File: src/rtl/edge_evt_pkg.sv
// Shared mode encodings and sizing helper for the edge event collector.
package edge_evt_pkg;

  typedef enum logic [1:0] {
    EDGE_OFF  = 2'b00,
    EDGE_RISE = 2'b01,
    EDGE_FALL = 2'b10,
    EDGE_BOTH = 2'b11
  } edge_mode_e;

  function automatic int id_w(input int n);
    return (n > 1) ? $clog2(n) : 1;
  endfunction

endpackage

File: src/rtl/edge_evt_chan.sv
// One event channel: synchroniser, edge detect and saturating pending counter.
// Optional sticky overflow flag when EDGE_EVENT_COLLECTOR_OVF_EN is defined.
module edge_evt_chan
  import edge_evt_pkg::*;
#(
  parameter int SYNC_STAGES = 2,
  parameter int CNT_W       = 4
) (
  input  logic       clk,
  input  logic       rstn,
  input  logic       line,
  input  edge_mode_e mode,
  input  logic       clr,
  input  logic       dec,
  output logic       pend
`ifdef EDGE_EVENT_COLLECTOR_OVF_EN
  , output logic     ovf
`endif
);

  logic [SYNC_STAGES-1:0] sync_q;
  logic                   prev_q;
  logic [CNT_W-1:0]       cnt_q;
  logic                   last, rise, fall, inc, sat;

  // prev_q resets low so a line already high at reset release reads as a rise
  always_ff @(posedge clk or negedge rstn) begin
    if (!rstn) begin
      sync_q <= '0;
      prev_q <= 1'b0;
    end else begin
      sync_q <= {sync_q[SYNC_STAGES-2:0], line};
      prev_q <= sync_q[SYNC_STAGES-1];
    end
  end

  assign last = sync_q[SYNC_STAGES-1];
  assign rise = last & ~prev_q;
  assign fall = ~last & prev_q;
  assign inc  = (rise & (mode == EDGE_RISE || mode == EDGE_BOTH)) |
                (fall & (mode == EDGE_FALL || mode == EDGE_BOTH));
  assign sat  = (cnt_q == '1);
  assign pend = |cnt_q;

  always_ff @(posedge clk or negedge rstn) begin
    if (!rstn)                   cnt_q <= '0;
    else if (clr)                cnt_q <= '0;
    else if (inc && !dec && !sat) cnt_q <= cnt_q + CNT_W'(1);
    else if (dec && !inc)        cnt_q <= cnt_q - CNT_W'(1);
  end

`ifdef EDGE_EVENT_COLLECTOR_OVF_EN
  logic drop;
  assign drop = inc & ~dec & sat;

  always_ff @(posedge clk or negedge rstn) begin
    if (!rstn)     ovf <= 1'b0;
    else if (clr)  ovf <= 1'b0;
    else if (drop) ovf <= 1'b1;
  end
`endif

endmodule

File: src/rtl/edge_event_collector.sv
// Edge event collector: NB_CH edge-detecting channels feeding a round-robin
// arbiter and a valid/ready output register. Define EDGE_EVENT_COLLECTOR_OVF_EN for ovf_o.
module edge_event_collector
  import edge_evt_pkg::*;
#(
  parameter int NB_CH       = 4,
  parameter int SYNC_STAGES = 2,
  parameter int CNT_W       = 4
) (
  input  logic                      clk_i,
  input  logic                      rstn_i,
  input  logic [NB_CH-1:0]          edge_i,
  input  logic [2*NB_CH-1:0]        mode_i,
  input  logic                      clr_i,
  output logic                      evt_valid_o,
  input  logic                      evt_ready_i,
  output logic [id_w(NB_CH)-1:0]    evt_id_o
`ifdef EDGE_EVENT_COLLECTOR_OVF_EN
  , output logic [NB_CH-1:0]        ovf_o
`endif
);

  localparam int ID_W = id_w(NB_CH);

  logic [NB_CH-1:0] pend, dec;
  logic [ID_W-1:0]  ptr_q, win;
  logic             found, take, grant;
  int               idx;

  for (genvar i = 0; i < NB_CH; i++) begin : g_ch
    assign dec[i] = grant && (win == ID_W'(i));

    edge_evt_chan #(
      .SYNC_STAGES(SYNC_STAGES),
      .CNT_W      (CNT_W)
    ) u_chan (
      .clk (clk_i),
      .rstn(rstn_i),
      .line(edge_i[i]),
      .mode(edge_mode_e'(mode_i[2*i +: 2])),
      .clr (clr_i),
      .dec (dec[i]),
      .pend(pend[i])
`ifdef EDGE_EVENT_COLLECTOR_OVF_EN
      , .ovf(ovf_o[i])
`endif
    );
  end

  // ptr_q is the first channel to look at, i.e. one past the last grant
  always_comb begin
    found = 1'b0;
    win   = '0;
    idx   = 0;
    for (int i = 0; i < NB_CH; i++) begin
      idx = int'(ptr_q) + i;
      if (idx >= NB_CH) idx = idx - NB_CH;
      if (!found && pend[idx]) begin
        found = 1'b1;
        win   = idx[ID_W-1:0];
      end
    end
  end

  // A flush suppresses new grants so nothing pending before it leaks out afterwards
  assign take  = !evt_valid_o || evt_ready_i;
  assign grant = take && !clr_i && found;

  always_ff @(posedge clk_i or negedge rstn_i) begin
    if (!rstn_i) begin
      evt_valid_o <= 1'b0;
      evt_id_o    <= '0;
      ptr_q       <= '0;
    end else if (take) begin
      evt_valid_o <= grant;
      if (grant) begin
        evt_id_o <= win;
        ptr_q    <= (win == ID_W'(NB_CH-1)) ? '0 : win + ID_W'(1);
      end
    end
  end

endmodule

File: config.mk
export PLATFORM = sky130hd
export DESIGN_NAME = edge_event_collector
export DESIGN_NICKNAME = d
export VERILOG_FILES = /design/src/rtl/edge_evt_pkg.sv /design/src/rtl/edge_evt_chan.sv /design/src/rtl/edge_event_collector.sv
export SDC_FILE = /design/constraint.sdc
export NUM_CORES = 1
export LEC_CHECK = 0
export CORE_AREA = 2 2 75 77
export DETAILED_ROUTE_END_ITERATION = 16
export DIE_AREA = 0 0 77 79
export PLACE_DENSITY = 0.67
export SYNTH_ARGS = -nofsm -noshare
export SYNTH_HDL_FRONTEND = slang
export SYNTH_SLANG_ARGS = --single-unit
File: constraint.sdc
create_clock -name clk_i -period 4.1 [get_ports clk_i]
set_clock_uncertainty 0.05 [all_clocks]
set_input_delay 0.615 -clock clk_i [delete_from_list [all_inputs] [get_ports clk_i]]
set_output_delay 0.615 -clock clk_i [all_outputs]
set_load 0.01 [all_outputs]
After elaboration in Yosys (flattened, before gate mapping)
Index checks and enable logic that the tools add are counted.
Word-level totals
  input bits: 16
  logic and storage cells: 180
  output and inout port bits: 3
  register bits after elaboration: 33
Cells by class
  add/sub/neg operators: 16
  bitwise gates (word level): 28
  reductions and logical operators: 57
  equality and inequality tests: 19
  order comparisons: 8
  multiplexer cells: 37
Operators by type and width (count)
  $lt 32x4->1 const B: 4
  $mux 32: 4
  $mux 4: 12
  $logic_and 1x1->1: 21
  $eq 2x2->1 const B: 10
  $logic_not 1->1: 17
  $add 4x1->4 const B: 4
  $and 1x1->1: 16
  $eq 4x4->1 const B: 4
  $reduce_or 4->1: 4
  $sub 4x1->4 const B: 4
  $mux 1: 12
  $reduce_bool 3->1: 4
  $sub 3x3->4 const B: 3
  $eq 2x1->1 const B: 5
  $mux 2: 5
  $ge 3x3->1 const B: 3
  $logic_or 1x1->1: 9
  $bmux 1 s2: 4
  $not 1->1: 8
  $add 2x2->3 const B: 2
  $or 1x1->1: 4
  $sub 2x3->4 const B: 1
  $add 2x1->3 const B: 1
  other kinds (4): 4

Longest topological paths before layout
  depth after elaboration: 22
  gate-level depth with buffers: 14
  depth with buffers taken out: 14

By module
Synthesis repeated with hierarchy kept, for this count alone.
Second synthesis, totals
  cells, all modules: 212
  area, all modules: 2252.2 µm²
Modules (own cells, without submodules)
  edge_evt_chan: area each 462.9 µm², sequential area each 175.2 µm², cells each 44, instances 4
  edge_event_collector: area each 400.4 µm², sequential area each 125.1 µm², cells each 36, instances 1

Worst setup path before layout
OpenSTA, ideal clock, no wires.
  kind: register -> register
  start: register g_ch[0].u_chan.cnt_q[0]
  end: register g_ch[2].u_chan.cnt_q[3]
  data required time: 3.925 ns
  buffers on the path: 0
  clock period less this slack: 3.329 ns
  cell stages (with the launch flop): 13
  library setup time: 0.125 ns
  path slack: 0.771 ns
  arrival time: 3.154 ns
  cells stage by stage: dfrtp_1 nor4_2 nor2_1 o21ai_0 nand4_1 ha_1 a311o_1 ha_1 a21o_1 a21oi_1 nand3_1 o22a_1 mux2_4
Between the ends
  word-level cells in the longest chain between the ends: 21
  elaborated cells on any way between the ends: 37
  those cells by class: 1 x eq/ne; 22 x mux; 14 x reduce/logical
Ends and longest elaborated chain
  start, declared: RTL line edge_evt_chan.sv:23  | logic [CNT_W-1:0] cnt_q;
  start signal, assigned: RTL line edge_evt_chan.sv:48  | else if (inc && !dec && !sat) cnt_q <= cnt_q + CNT_W'(1);
  start signal, assigned: RTL line edge_evt_chan.sv:49  | else if (dec && !inc) cnt_q <= cnt_q - CNT_W'(1);
  $reduce_or 4->1 *: RTL line edge_evt_chan.sv:43  | assign pend = |cnt_q;
  $bmux 1 s2: RTL line edge_event_collector.sv:58  | if (!found && pend[idx]) begin
  $mux 1 (implied by the code) (2 in series): RTL line edge_event_collector.sv:58
  $mux 1: RTL line edge_event_collector.sv:58
  $logic_not 1->1: RTL line edge_event_collector.sv:58
  $logic_and 1x1->1: RTL line edge_event_collector.sv:58
  $mux 1: RTL line edge_event_collector.sv:58
  $logic_not 1->1: RTL line edge_event_collector.sv:58
  [3 not listed]
  $logic_and 1x1->1: RTL line edge_event_collector.sv:58
  $mux 2 or $mux 1 (tied branches): RTL line edge_event_collector.sv:58
  $eq 2x2->1 or $logic_and 1x1->1 (tied branches): RTL line edge_event_collector.sv:31, edge_event_collector.sv:67
  $logic_and 1x1->1 *: RTL line edge_event_collector.sv:31  | assign dec[i] = grant && (win == ID_W'(i));
  $logic_not 1->1: RTL line edge_evt_chan.sv:48
  $logic_and 1x1->1 (2 in series): RTL line edge_evt_chan.sv:48
  $mux 4: RTL line edge_evt_chan.sv:48
  $mux 4: RTL line edge_evt_chan.sv:47  | else if (clr) cnt_q <= '0;
  end signal, assigned: RTL line edge_evt_chan.sv:48
  end signal, assigned: RTL line edge_evt_chan.sv:49
  end, declared: RTL line edge_evt_chan.sv:23
Mark *: on every way between the ends. The rest lies on a longest branch, timed or not. The select of a mux whose other input is x is not followed.
A chain may end at the register's enable or synchronous reset.

Worst setup path in the final report
Ends and elaborated chain as after synthesis.

==> results.md <==
- Outcome: finished, final reports clean
- RD Place Congestion: a little over 0.8
- Drt drc: 0
- Switching Power: 0.805 mW
- Combinational Power Share: between 50% and 60%
- Post-synthesis mux area share: under 10%
- CTS resizes: 0
- Most frequent CP cell: ha_1
- Final ANT Viol Nets: 0
- Leak Pwr: 1.03 nW
- Post-DP HPWL: 2720 microns
- Cell Count, Final, Fillers Out: 292
- Routed wire length: 3680 microns
- # hold bufs at CTS: 0
- Global-route wire length before repair: approximately 6700 microns
- Post-synth cell types: 40
- Clock root buffer: clkbuf_8
- Post-Place Cells: 285
- Max Clk Rate: 277 MHz
- Syn Inst Count: roughly 200
- Cells along the critical path: nor4_2, nor2_1, o21ai_0, nand4_1, ha_1, a311o_1, ha_1, a21o_1, a21oi_1, nand3_1, o22a_1, mux2_4
- Vias in the first global route: 1,470
- Violation count after the first detailed-route iteration: 85
- Worst min path class: reg -> reg
- CP Class: reg -> reg
- Pre-CTS WS: 0.530 ns
- Core area: between 5000 and 6000 sq um
- # rows: 27
- Post-Synth Simple-Gate Area: between 20% and 30%
- CP max-delay cell: nor4_2
- Synth Cell Area: 2050 sq um
- Clock Sinks: 33
- Net Sw Frac: 42.4%
- Element type at the critical path end: register
- Die X-Extent: 77 microns
- # H-tree levels: 2
- Layout Cell Area excl Fill: 2420 sq um
- RSZ-0062 raised after global routing: no
- # fillers: approximately 530
- Most common cell after layout, fill and taps aside: dfrtp_1
- PwrDens: 785 nW/um^2
- Post-synthesis sequential area ratio: between 40% and 50%
- CTS tree: done
- Setup Fix Bufs, Post-CTS: 0
- Syn_nets: 227
- GRT Overall Usage: 13.8%
- Worst-path fanout max: 6
- I/O pins: 19
- Top cells by area, synth: dfrtp_1 (40%), ha_1 (7.3%), fa_1 (3.9%)
- Ys Warns: 0
- Avg WL per Cell: 12.6 microns
- Worst stage delay on the critical path: 0.58 ns
- CTS clk-pin slew, worst paths: 0.07 ns
- Fin worst setup slack: 0.494 ns
- Internal: 1.10 mW
- Clock power share: 12.9%
- Adder-Cell Fraction of Synth Area: between 10 and 15%
- Initial core utilization: 38.3%
- Antenna violations before repair: 0
- Area delta synth->final: 18.2%
- Pin count of the biggest net entering global routing: 34
- Sequential share of power: between 20% and 30%
- Fin nets: between 200 and 300
- Placed cell areas: 2330 sq um
- Vias per inst: 5.02
- Later-pin clock latency in the skew report: 0.28 ns
- Die area: ~6100 sq um
- Via count: 1,467
- CP required: roughly 4.2 ns
- Final setup viols: 0
- Post-Syn Area per Cell: 10.5 sq um
- Antenna cell count: 0
- Die height: 79 microns
- CP startpoint kind: register
- Max cap viols: 0
- Fin crit period: 3.61 ns
- Main combinational cell family by area after synthesis: simple AND/OR/NAND/NOR gates
- Post-Synth XOR/XNOR Area: 1.71%
- Share of cells above drive strength 1: 13.6%
- Grt total ovfl: 0
- Final Hold Fails: 0
- #FFs+latches synth: 33
- Post-synth top area cell: dfrtp_1
- Number of port buffers: 18
- Yosys top cell area share: about two fifths
- Most frequent cells in the layout: dfrtp_1 (33), clkdlybuf4s50_1 (18), nor2_1 (17)
- Synth Area in Compound Gates: between 10 and 15%
- Slew headroom: 44.9%
- Peak supply drop: about 0.0005 V
- Worst EP arrival: 3.73 ns
- 1st-pass router iterations: 4
- Period utilization: 88.0%
- CTS max path bufs: 2
- Fin Setup TNS: 0 ns
- CTS Buf Count: 5
- Slew Viols, Final: 0
- Worst Max-Slew Pin Slew: approximately 0.82 ns
worst paths after layout:
kind	startpoint	end	slack (ns)	depth (start not counted)
worst max-delay path	g_ch[0].u_chan.cnt_q[0]$_DFFE_PN0P_	g_ch[2].u_chan.cnt_q[3]$_DFFE_PN0P_	0.49	12
worst min-delay path	g_ch[1].u_chan.sync_q[0]$_DFF_PN0_	g_ch[1].u_chan.sync_q[1]$_DFF_PN0_	0.30	0
worst max register to register	g_ch[0].u_chan.cnt_q[0]$_DFFE_PN0P_	g_ch[2].u_chan.cnt_q[3]$_DFFE_PN0P_	0.49	12
worst min register to register	g_ch[1].u_chan.sync_q[0]$_DFF_PN0_	g_ch[1].u_chan.sync_q[1]$_DFF_PN0_	0.30	0
max in group asynchronous	rstn_i	g_ch[1].u_chan.sync_q[0]$_DFF_PN0_	3.01	2
min in group asynchronous	rstn_i	g_ch[2].u_chan.sync_q[0]$_DFF_PN0_	0.68	2
through the flow:
stage	util (%)	hold slack (ns)	total power [mW]
2_1_floorplan	-	0.269	1.42
3_3_place_gp	43.7	0.284	1.64
3_5_place_dp	43.7	0.286	1.66
4_1_cts	45.3	0.301	1.92
5_1_grt	45.3	0.306	2.10
6_report	45.3	0.297	1.90
routing by layer:
layer  routed length, microns  share of wire [%]  vias to the layer above  GRT usage, %
met4                       70                1.9                        0          5.89
met1                     1720                 47                      700          17.4
met5                        0                  0                        -             0
met3                       91                2.5                        7          3.07
met2                     1790                 49                       16          23.1
li1                         -                  -                      744             -
cells by family (layout without fill, tap and decap cells):
group | after synthesis | count (layout)
AO/OA/AOI/OAI | 37 | 37
AND/OR/NAND/NOR | 72 | 72
multiplexers | 11 | 11
buffers and inverters | 22 | 47
adder cells (fa/ha/maj) | 16 | 16
XOR/XNOR | 4 | 4
flip-flops | 33 | 33
critical path: cells and delay by family (launching register included):
family / cells / cell delay, ns
AOI/OAI and AO/OA: 5 / 1.15
adders and majority gates: 2 / 0.59
DFF: 1 / 0.43
muxes: 1 / 0.29
and+or+nand+nor: 4 / 0.98
cell usage after synthesis:
master,n
nor3_1,11
o22a_1,2
nand3b_1,7
buf_2,1
a21o_2,1
o41ai_1,3
nor2b_1,6
nand2b_1,1
ha_1,12
nor2_1,17
inv_1,14
xor2_1,4
nor4_2,1
clkinv_1,1
nand4_1,5
o21ai_0,14
mux2i_1,3
o211ai_4,3
nor3b_1,6
nand2_1,12
mux2_4,1
o22ai_1,1
or4_4,2
a21oi_1,5
nor4bb_1,1
o21bai_1,1
mux2_1,2
dfrtp_1,33
nor4_4,1
clkbuf_1,2
mux2_2,5
a31oi_4,1
a21o_1,3
nand3_1,1
a311o_1,1
fa_1,4
buf_4,1
clkinv_4,3
nand4bb_4,1
o21a_1,2
layout make-up:
| type | instances | area, sq um | area share (%) |
|---|---|---|---|
| inverter | 18 | 82.6 | 3.41 |
| sequential | 33 | 826 | 34.1 |
| clock buffer | 7 | 86.3 | 3.57 |
| multi-input combinational | 140 | 1120 | 46.5 |
| timing repair buffer | 22 | 210 | 8.69 |
| tap | 72 | 90.1 | 3.72 |
registers in the layout, indices dropped and copies added, names as in the netlist:
| signal | flops |
|---|---|
| g_ch.u_chan.prev_q | 4 |
| ptr_q | 2 |
| evt_id_o | 2 |
| g_ch.u_chan.cnt_q | 16 |
| g_ch.u_chan.sync_q | 8 |
| evt_valid_o | 1 |
power by group through the flow:
stage | combinational, mW | clock [mW] | sequential (mW)
4_1_cts | 1.12 | 0.258 | 0.549
2_1_floorplan | 0.894 | 0 | 0.530
6_report | 1.11 | 0.246 | 0.547
5_1_grt | 1.26 | 0.270 | 0.567
3_3_place_gp | 1.09 | 0 | 0.551
3_5_place_dp | 1.11 | 0 | 0.553
(Power assumes the default switching activity.)
